[src/rtl/reg_file_rename_pkg.sv]
// Shared widths, tag encoding and small helpers for the rename register file
// and the blocks that exchange rename tags with it (RoB, RS, LSB).
package reg_file_rename_pkg;

    localparam int REG_NUM      = 32;
    localparam int XLEN         = 32;
    localparam int ROB_ID_WIDTH = 5;
    localparam int REG_IDX_W    = $clog2(REG_NUM);

    typedef logic [XLEN-1:0]         data_t;
    typedef logic [ROB_ID_WIDTH-1:0] tag_t;
    typedef logic [REG_IDX_W-1:0]    reg_idx_t;

    // Tag value meaning "value is architecturally valid, no pending producer".
    localparam tag_t     NO_TAG   = 5'd0;
    localparam reg_idx_t REG_ZERO = 5'd0;
    localparam data_t    DATA_ZERO = 32'd0;

    // x0 is hardwired to zero: any access to it is discarded or reads as zero.
    function automatic logic is_zero_reg(input reg_idx_t idx);
        return (idx == REG_ZERO);
    endfunction

endpackage

[src/rtl/reg_file_rename_if.sv]
// Dispatcher / RoB facing bus of the rename register file.
// master = the dispatcher+RoB side, slave = the register file.
interface reg_file_rename_if;
    import reg_file_rename_pkg::*;

    logic     rdy_in;
    logic     rollback_flag_in;

    reg_idx_t rs1_from_dispatcher;
    reg_idx_t rs2_from_dispatcher;
    tag_t     Q1_to_dispatcher;
    tag_t     Q2_to_dispatcher;
    data_t    V1_to_dispatcher;
    data_t    V2_to_dispatcher;

    logic     en_rename_from_dispatcher;
    reg_idx_t rd_from_dispatcher;
    tag_t     rob_id_from_dispatcher;

    logic     commit_flag_in;
    reg_idx_t rd_from_rob;
    tag_t     Q_from_rob;
    data_t    V_from_rob;

    modport master (
        output rdy_in, rollback_flag_in,
        output rs1_from_dispatcher, rs2_from_dispatcher,
        input  Q1_to_dispatcher, Q2_to_dispatcher, V1_to_dispatcher, V2_to_dispatcher,
        output en_rename_from_dispatcher, rd_from_dispatcher, rob_id_from_dispatcher,
        output commit_flag_in, rd_from_rob, Q_from_rob, V_from_rob
    );

    modport slave (
        input  rdy_in, rollback_flag_in,
        input  rs1_from_dispatcher, rs2_from_dispatcher,
        output Q1_to_dispatcher, Q2_to_dispatcher, V1_to_dispatcher, V2_to_dispatcher,
        input  en_rename_from_dispatcher, rd_from_dispatcher, rob_id_from_dispatcher,
        input  commit_flag_in, rd_from_rob, Q_from_rob, V_from_rob
    );

endinterface

[src/rtl/reg_file_rename_read_port.sv]
// One combinational operand read port: stored value/tag, with the same-cycle
// commit bypass applied when the committing RoB entry is still the newest
// producer of the register.
module reg_file_rename_read_port
    import reg_file_rename_pkg::*;
(
    input  reg_idx_t rs_i,
    input  tag_t     q_stored_i,
    input  data_t    v_stored_i,
    input  logic     commit_flag_i,
    input  reg_idx_t rd_rob_i,
    input  tag_t     q_rob_i,
    input  data_t    v_rob_i,
    output tag_t     q_o,
    output data_t    v_o
);

    // Select x0 zero, commit bypass, or stored entry.
    always_comb begin
        q_o = q_stored_i;
        v_o = v_stored_i;
        if (is_zero_reg(rs_i)) begin
            q_o = NO_TAG;
            v_o = DATA_ZERO;
        end else if (commit_flag_i && (rd_rob_i == rs_i) && (q_stored_i == q_rob_i)) begin
            q_o = NO_TAG;
            v_o = v_rob_i;
        end else begin
            q_o = q_stored_i;
            v_o = v_stored_i;
        end
    end

endmodule

[src/rtl/reg_file_rename.sv]
// Architectural register file with per-register rename tags.
// Reads are combinational; commits, renames and rollback update state on the
// rising clock edge while rdy_in is high.
module reg_file_rename
    import reg_file_rename_pkg::*;
(
    input  logic                clk_in,
    input  logic                rst_in,
    reg_file_rename_if.slave    rf
);

    data_t [REG_NUM-1:0] v_q;
    data_t [REG_NUM-1:0] v_d;
    tag_t  [REG_NUM-1:0] q_q;
    tag_t  [REG_NUM-1:0] q_d;

    logic  [REG_NUM-1:0] commit_hit_s;
    logic  [REG_NUM-1:0] rename_hit_s;
    logic                rollback_s;

    // Decode which register (if any) the commit and the rename target this cycle.
    always_comb begin
        rollback_s = rf.rdy_in && rf.rollback_flag_in;
        for (int i = 0; i < REG_NUM; i++) begin
            commit_hit_s[i] = rf.rdy_in && rf.commit_flag_in &&
                              (rf.rd_from_rob == reg_idx_t'(i)) && (i != 0);
            rename_hit_s[i] = rf.rdy_in && !rf.rollback_flag_in &&
                              rf.en_rename_from_dispatcher &&
                              (rf.rd_from_dispatcher == reg_idx_t'(i)) && (i != 0);
        end
    end

    // Next-state: commit writes the value; a younger rename outranks the commit's tag clear; rollback clears every tag.
    always_comb begin
        v_d = v_q;
        q_d = q_q;
        for (int i = 0; i < REG_NUM; i++) begin
            if (commit_hit_s[i]) begin
                v_d[i] = rf.V_from_rob;
            end else begin
                v_d[i] = v_q[i];
            end

            if (rollback_s) begin
                q_d[i] = NO_TAG;
            end else if (rename_hit_s[i]) begin
                q_d[i] = rf.rob_id_from_dispatcher;
            end else if (commit_hit_s[i] && (q_q[i] == rf.Q_from_rob)) begin
                q_d[i] = NO_TAG;
            end else begin
                q_d[i] = q_q[i];
            end
        end
    end

    // Register storage with asynchronous clear.
    always_ff @(posedge clk_in or negedge rst_in) begin
        if (!rst_in) begin
            v_q <= {REG_NUM{32'd0}};
            q_q <= {REG_NUM{5'd0}};
        end else begin
            v_q <= v_d;
            q_q <= q_d;
        end
    end

    reg_file_rename_read_port u_rd_port1 (
        .rs_i          (rf.rs1_from_dispatcher),
        .q_stored_i    (q_q[rf.rs1_from_dispatcher]),
        .v_stored_i    (v_q[rf.rs1_from_dispatcher]),
        .commit_flag_i (rf.commit_flag_in),
        .rd_rob_i      (rf.rd_from_rob),
        .q_rob_i       (rf.Q_from_rob),
        .v_rob_i       (rf.V_from_rob),
        .q_o           (rf.Q1_to_dispatcher),
        .v_o           (rf.V1_to_dispatcher)
    );

    reg_file_rename_read_port u_rd_port2 (
        .rs_i          (rf.rs2_from_dispatcher),
        .q_stored_i    (q_q[rf.rs2_from_dispatcher]),
        .v_stored_i    (v_q[rf.rs2_from_dispatcher]),
        .commit_flag_i (rf.commit_flag_in),
        .rd_rob_i      (rf.rd_from_rob),
        .q_rob_i       (rf.Q_from_rob),
        .v_rob_i       (rf.V_from_rob),
        .q_o           (rf.Q2_to_dispatcher),
        .v_o           (rf.V2_to_dispatcher)
    );

endmodule
[src/flat_wrapper.sv]
// flat-port wrapper written by rule: the top's interface ports become plain ports
module reg_file_rename_flat import reg_file_rename_pkg::*;
  (clk_in, rst_in, rf_rdy_in, rf_rollback_flag_in, rf_rs1_from_dispatcher, rf_rs2_from_dispatcher, rf_Q1_to_dispatcher, rf_Q2_to_dispatcher, rf_V1_to_dispatcher, rf_V2_to_dispatcher, rf_en_rename_from_dispatcher, rf_rd_from_dispatcher, rf_rob_id_from_dispatcher, rf_commit_flag_in, rf_rd_from_rob, rf_Q_from_rob, rf_V_from_rob);
  reg_file_rename_if rf_i ();
  input  logic clk_in;
  input  logic rst_in;
  input wire logic [$bits(rf_i.rdy_in)-1:0] rf_rdy_in;
  input wire logic [$bits(rf_i.rollback_flag_in)-1:0] rf_rollback_flag_in;
  input wire logic [$bits(rf_i.rs1_from_dispatcher)-1:0] rf_rs1_from_dispatcher;
  input wire logic [$bits(rf_i.rs2_from_dispatcher)-1:0] rf_rs2_from_dispatcher;
  output wire logic [$bits(rf_i.Q1_to_dispatcher)-1:0] rf_Q1_to_dispatcher;
  output wire logic [$bits(rf_i.Q2_to_dispatcher)-1:0] rf_Q2_to_dispatcher;
  output wire logic [$bits(rf_i.V1_to_dispatcher)-1:0] rf_V1_to_dispatcher;
  output wire logic [$bits(rf_i.V2_to_dispatcher)-1:0] rf_V2_to_dispatcher;
  input wire logic [$bits(rf_i.en_rename_from_dispatcher)-1:0] rf_en_rename_from_dispatcher;
  input wire logic [$bits(rf_i.rd_from_dispatcher)-1:0] rf_rd_from_dispatcher;
  input wire logic [$bits(rf_i.rob_id_from_dispatcher)-1:0] rf_rob_id_from_dispatcher;
  input wire logic [$bits(rf_i.commit_flag_in)-1:0] rf_commit_flag_in;
  input wire logic [$bits(rf_i.rd_from_rob)-1:0] rf_rd_from_rob;
  input wire logic [$bits(rf_i.Q_from_rob)-1:0] rf_Q_from_rob;
  input wire logic [$bits(rf_i.V_from_rob)-1:0] rf_V_from_rob;
  assign rf_i.rdy_in = rf_rdy_in;
  assign rf_i.rollback_flag_in = rf_rollback_flag_in;
  assign rf_i.rs1_from_dispatcher = rf_rs1_from_dispatcher;
  assign rf_i.rs2_from_dispatcher = rf_rs2_from_dispatcher;
  assign rf_Q1_to_dispatcher = rf_i.Q1_to_dispatcher;
  assign rf_Q2_to_dispatcher = rf_i.Q2_to_dispatcher;
  assign rf_V1_to_dispatcher = rf_i.V1_to_dispatcher;
  assign rf_V2_to_dispatcher = rf_i.V2_to_dispatcher;
  assign rf_i.en_rename_from_dispatcher = rf_en_rename_from_dispatcher;
  assign rf_i.rd_from_dispatcher = rf_rd_from_dispatcher;
  assign rf_i.rob_id_from_dispatcher = rf_rob_id_from_dispatcher;
  assign rf_i.commit_flag_in = rf_commit_flag_in;
  assign rf_i.rd_from_rob = rf_rd_from_rob;
  assign rf_i.Q_from_rob = rf_Q_from_rob;
  assign rf_i.V_from_rob = rf_V_from_rob;
  reg_file_rename u_core (.clk_in(clk_in), .rst_in(rst_in), .rf(rf_i));
endmodule
[config.mk]
export PLATFORM = sky130hd
export DESIGN_NAME = reg_file_rename_flat
export DESIGN_NICKNAME = d
export VERILOG_FILES = /design/src/rtl/reg_file_rename_pkg.sv /design/src/rtl/reg_file_rename_if.sv /design/src/rtl/reg_file_rename_read_port.sv /design/src/rtl/reg_file_rename.sv /design/src/flat_wrapper.sv
export SDC_FILE = /design/constraint.sdc
export NUM_CORES = 2
export LEC_CHECK = 0
export CORE_MARGIN = 2
export CORE_UTILIZATION = 40
export CTS_CLUSTER_SIZE = 24
export DETAILED_ROUTE_END_ITERATION = 10
export PLACE_DENSITY = 0.6
export SKIP_LAST_GASP = 1
export SLEW_MARGIN = 20
export SYNTH_ARGS = -nofsm -noshare
export SYNTH_HDL_FRONTEND = slang
export SYNTH_SLANG_ARGS = --single-unit
export TNS_END_PERCENT = 10
[constraint.sdc]
create_clock -name clk_in -period 5.5 [get_ports clk_in]
set_input_delay 0.55 -clock clk_in [delete_from_list [all_inputs] [get_ports clk_in]]
set_output_delay 0.55 -clock clk_in [all_outputs]
set_load 0.03 [all_outputs]
### Word-level counts from Yosys, hierarchy flattened

Index checks and enable logic that the tools add are counted.

| cells by class | value |
|---|---|
| $lt $le $gt $ge | 2 |
| equality and inequality tests | 97 |
| muxes and demuxes | 109 |
| reductions and logical operators | 135 |

Operators with widths:

| kind | number |
|---|---|
| two-way mux 5 bit | 99 |
| binary-select mux 32 bit (select 5 bit) | 2 |
| two-way mux 32 bit | 6 |
| == test 5 bit | 35 |
| == test 5 bit (second input constant) | 32 |
| logical AND 1 bit | 101 |
| nonzero test 3 bit | 31 |
| == test 5 x 4 -> 1 bit (second input constant) | 16 |
| binary-select mux 5 bit (select 5 bit) | 2 |
| == test 5 x 3 -> 1 bit (second input constant) | 8 |
| == test 5 x 2 -> 1 bit (second input constant) | 4 |
| < comparator 5 x 6 -> 1 bit (second input constant) | 2 |
| == test 5 x 1 -> 1 bit (second input constant) | 2 |
| logical NOT 5 bit | 2 |
| logical NOT 1 bit | 1 |

| storage, ports and cells | value |
|---|---|
| bits in registers | 1147 |
| input bits | 68 |
| output and inout port bits | 74 |
| word-level logic and storage cells | 405 |

### Logic depth before layout (Yosys ltp)

| logic depth | value |
|---|---|
| depth after elaboration | 6 |
| gate-level depth with buffers | 13 |
| depth with buffers taken out | 8 |

### By module

From an unflattened synthesis, not the netlist that was laid out.

| second synthesis, totals | value |
|---|---|
| cell total of the unflattened synthesis | 4983 |
| area total of the unflattened synthesis | 65367.7 um^2 |

By module, submodules not included:

| module | times used | cells an instance | area an instance (um^2) | seq. area each (um^2) |
|---|---|---|---|---|
| reg_file_rename | 1 | 4689 | 63308.2 | 28702.5 |
| reg_file_rename_read_port | 2 | 147 | 1029.7 | 0.0 |

### Worst setup path before layout

Ideal clock, no wire load.

| path | value |
|---|---|
| path type | input to output |
| start point | input rf_rs1_from_dispatcher[0] |
| end point | output rf_V1_to_dispatcher[10] |
| data arrival time | 3.092 ns |
| required time | 4.950 ns |
| setup slack | 1.858 ns |
| cell stages on the path | 11 |
| path buffers | 3 |
| cell sequence | buf_6 mux4_2 nor2b_1 a2111oi_0 nand3b_1 xor2_1 nand4_1 nor3_2 buf_4 buf_8 mux2i_1 |

| between the ends | value |
|---|---|
| cells in the longest elaborated chain, start to end | 6 |
| elaborated cells on any way between the ends | 11 |
| classes of those cells | 2 x eq/ne; 6 x mux; 3 x reduce/logical |

Ends and longest elaborated chain:

| element | line | RTL |
|---|---|---|
| start: declaration | flat_wrapper.sv:9 | `input wire logic [$bits(rf_i.rs1_from_dispatcher)-1:0] rf_rs1_from_dispatcher;` |
| binary-select mux 5 bit (select 5 bit) | reg_file_rename.sv:69 | `.q_stored_i (q_q[rf.rs1_from_dispatcher]),` |
| two-way mux 5 bit (not written as such) | reg_file_rename.sv:69 |  |
| == test 5 bit | reg_file_rename_read_port.sv:25 | `end else if (commit_flag_i && (rd_rob_i == rs_i) && (q_stored_i == q_rob_i)) begin` |
| logical AND 1 bit | reg_file_rename_read_port.sv:25 |  |
| two-way mux 32 bit | reg_file_rename_read_port.sv:25 |  |
| two-way mux 32 bit * | reg_file_rename_read_port.sv:22 | `if (is_zero_reg(rs_i)) begin` |
| end: declaration | flat_wrapper.sv:13 | `output wire logic [$bits(rf_i.V1_to_dispatcher)-1:0] rf_V1_to_dispatcher;` |

Every way passes the cells marked *; elsewhere a longest branch is shown, timed or not. The select of a mux whose other input is x is not followed.

### Final worst setup path

| path | value |
|---|---|
| start point | input rf_rs1_from_dispatcher[4] |
| end point | output rf_V1_to_dispatcher[16] |

Same word-level chain as after synthesis.

==> results.json <==
{
  "status": "finished clean",
  "grt_max_degree": 150,
  "antenna_found_initial": 4,
  "num-nets-final": 4256,
  "reg2reg_from": "u_core.q_q[104]",
  "fin_crit_sh": 0.876,
  "yosysSeqAreaShare": 0.448,
  "htreeDepth": 4,
  "total_power_mw": 23.3,
  "remaining_drc_errors": 0,
  "stdcell_count": 6365,
  "fp.coreArea_um2": 159000,
  "swShare": 0.271,
  "grt_first_pass_wirelength_mm": 301,
  "synth-async-reset-ratio": 1.00,
  "die_x_um": 404,
  "io_buffers": 141,
  "first_global_vias": 41881,
  "cp_max_fo": 20,
  "slew_viol_final": 0,
  "drv_cap": 0,
  "grt-ovfl-total": 0,
  "crit_type": "in2out",
  "synth-seq-cells": 1147,
  "power.switching_mw": 6.30,
  "p_seq_frac": 0.435,
  "rsz0062_at_grt": "false",
  "syn-cell-area_um2": 64100,
  "final_common_cell": "dfrtp_1",
  "grtUsageTotal": 0.252,
  "synth_top_area_share": 0.448,
  "power_leakage_nw": 31.5,
  "endpoint_kind": "primary output",
  "max_slew_margin": 0.248,
  "synth_cell_types": 58,
  "cts.repair.resized": 0,
  "ys_top_cells_by_area": "dfrtp_1, mux4_2, mux2_2",
  "crit_start": "rf_rs1_from_dispatcher[4]",
  "placed_area_um2": 68300,
  "dr.pass1.iters": 5,
  "synth_warnings": 0,
  "post-route-min-period_ps": 4820,
  "cts_tree": "built",
  "worstMarginPinSlew_ps": 1120,
  "postRouteAntennaNets": 0,
  "fmax_mhz": 208,
  "cts_hold_buf": 1,
  "comb_power_share": 0.186,
  "setup_viol": 0,
  "hp-start": "rf_V_from_rob[14]",
  "drive_gt1_frac": 0.510,
  "clk_pin_slew_worst_paths_ps": 60,
  "synth_enable_flop_cells": 0,
  "hold_path_class": "in2reg",
  "max-vdd-ir-drop_v": 0.000328,
  "cts_buffer_depth": 3,
  "cts.sinks": 1147,
  "cp.arrival_ps": 4270,
  "die_area_um2": 163000,
  "mostFrequentLayoutCells": "dfrtp_1, mux2_2, mux4_2, a22o_1, mux2i_1",
  "vias": 40636,
  "hold_viol": 0,
  "pwr_density_cell_nw_per_um2": 321,
  "gp_congestion": 0.883,
  "rows": 146,
  "power_frac_clock": 0.379,
  "syn_area_per_cell_um2": 15.1,
  "clkLatencyLatePin_ps": 780,
  "placed_cells_incl_taps": 6125,
  "initial_core_util": 0.404,
  "synth_fp_nets": 4307,
  "wirelength_mm": 205,
  "finalClockSkew_ps": 16.8,
  "wl_per_cell_um": 32.2,
  "dr.first_iter.drc_count": 3890,
  "p_int_mw": 17.0,
  "cp_data_required_time_ps": 4950,
  "synthFlopType": "dfrtp_1",
  "post_cts_buffers": 0,
  "design_area_um2": 72600,
  "die_y_um": 404,
  "synthCells": 4239,
  "routed_via_density": 6.38,
  "io_pins": 142,
  "fin_setup_tns_ps": 0,
  "cts_buffers": 132,
  "root_buffer": "clkbuf_16",
  "worst_hold_slack_ps": 426,
  "yosys.area.top_type": "dfrtp_1",
  "startpoint_type": "primary input",
  "area_growth_pct": 13.2,
  "dpl.hpwl_mm": 117
}
==> critical path, stage by stage <==
cell and delay, ps:
clkdlybuf4s50_1 850, inv_4 400, nand2_1 230, a211oi_1 70
nor4_1 350, xnor2_1 170, nand4_1 160, nor3_4 270
buf_4 450, mux2i_1 460, buf_12 170
==> routing by layer <==
layer / vias up / GRT usage / share of wire
met2: 1500 / 0.398 / 0.47
met4: 2 / 0.0932 / 0.039
met1: 22336 / 0.352 / 0.43
met5: - / 0 / 0.000063
li1: 16404 / - / -
met3: 394 / 0.0417 / 0.059
==> cells in the mapped netlist (all sizes together), types with 2 or more instances <==
library cell	n
nand4	28
o211ai	3
nand2	89
a31oi	2
or4	2
nor2b	14
mux2	1067
and3	6
dfrtp	1147
clkbuf	310
xor2	72
xnor2	104
nor3b	4
a221oi	3
a22o	219
a22oi	4
nand3b	5
nand2b	12
buf	136
nor3	76
a21oi	6
nor2	58
or3	3
mux4	646
inv	5
o21ai	8
a211oi	5
mux2i	150
o32ai	2
o22ai	7
or2	3
nor4	10
nand3	19
==> final timing paths <==
check / to / cells past startpoint / slack [ps]
worst min-delay path: u_core.v_q[270] / 2 / 430
min in group asynchronous: u_core.v_q[902] / 2 / 440
max in group asynchronous: u_core.v_q[753] / 3 / 3520
worst max-delay path: rf_V1_to_dispatcher[16] / 11 / 680
worst max register to register: u_core.q_q[104] / 5 / 3850
worst min register to register: u_core.v_q[192] / 1 / 520
==> per-stage QoR <==
step / worst slack [ps] / util
finish: 681 / 0.457
global route: 489 / 0.457
CTS: 669 / 0.458
detailed placement: 664 / 0.430
global placement: 349 / 0.430
floorplan: 1860 / -
==> kinds of logic after synthesis <==
| family | share of synthesized area |
|---|---|
| xor gates and xnor gates | 0.0240 |
| AOI/OAI and AO/OA | 0.0350 |
| DFF | 0.448 |
| buffers and inverters | 0.0297 |
| and+or+nand+nor | 0.0257 |
| muxes | 0.438 |
==> state kept, by name, summed over array words and instances (netlist names) <==
name and cells:
u_core.v_q 992, u_core.q_q 155
==> area by class of cell <==
cell class | instances | area (um2)
Tap cell | 2072 | 2590
Multi-Input combinational cell | 2640 | 33800
Timing Repair Buffer | 261 | 3120
Inverter | 6 | 32.5
Clock buffer | 199 | 3900
Clock inverter | 38 | 435
Antenna cell | 2 | 5.00
Fill cell | 13872 | 86200
Sequential cell | 1147 | 28700
==> power groups by stage <==
stage	Sequential, mW	Combinational (mW)	Clock, mW
CTS	10.1	4.36	8.98
global route	10.2	4.59	9.34
global placement	10.2	4.30	0
floorplan	10.0	3.02	0
detailed placement	10.2	4.35	0
finish	10.1	4.32	8.83
Power figures use the tool's default switching activity.
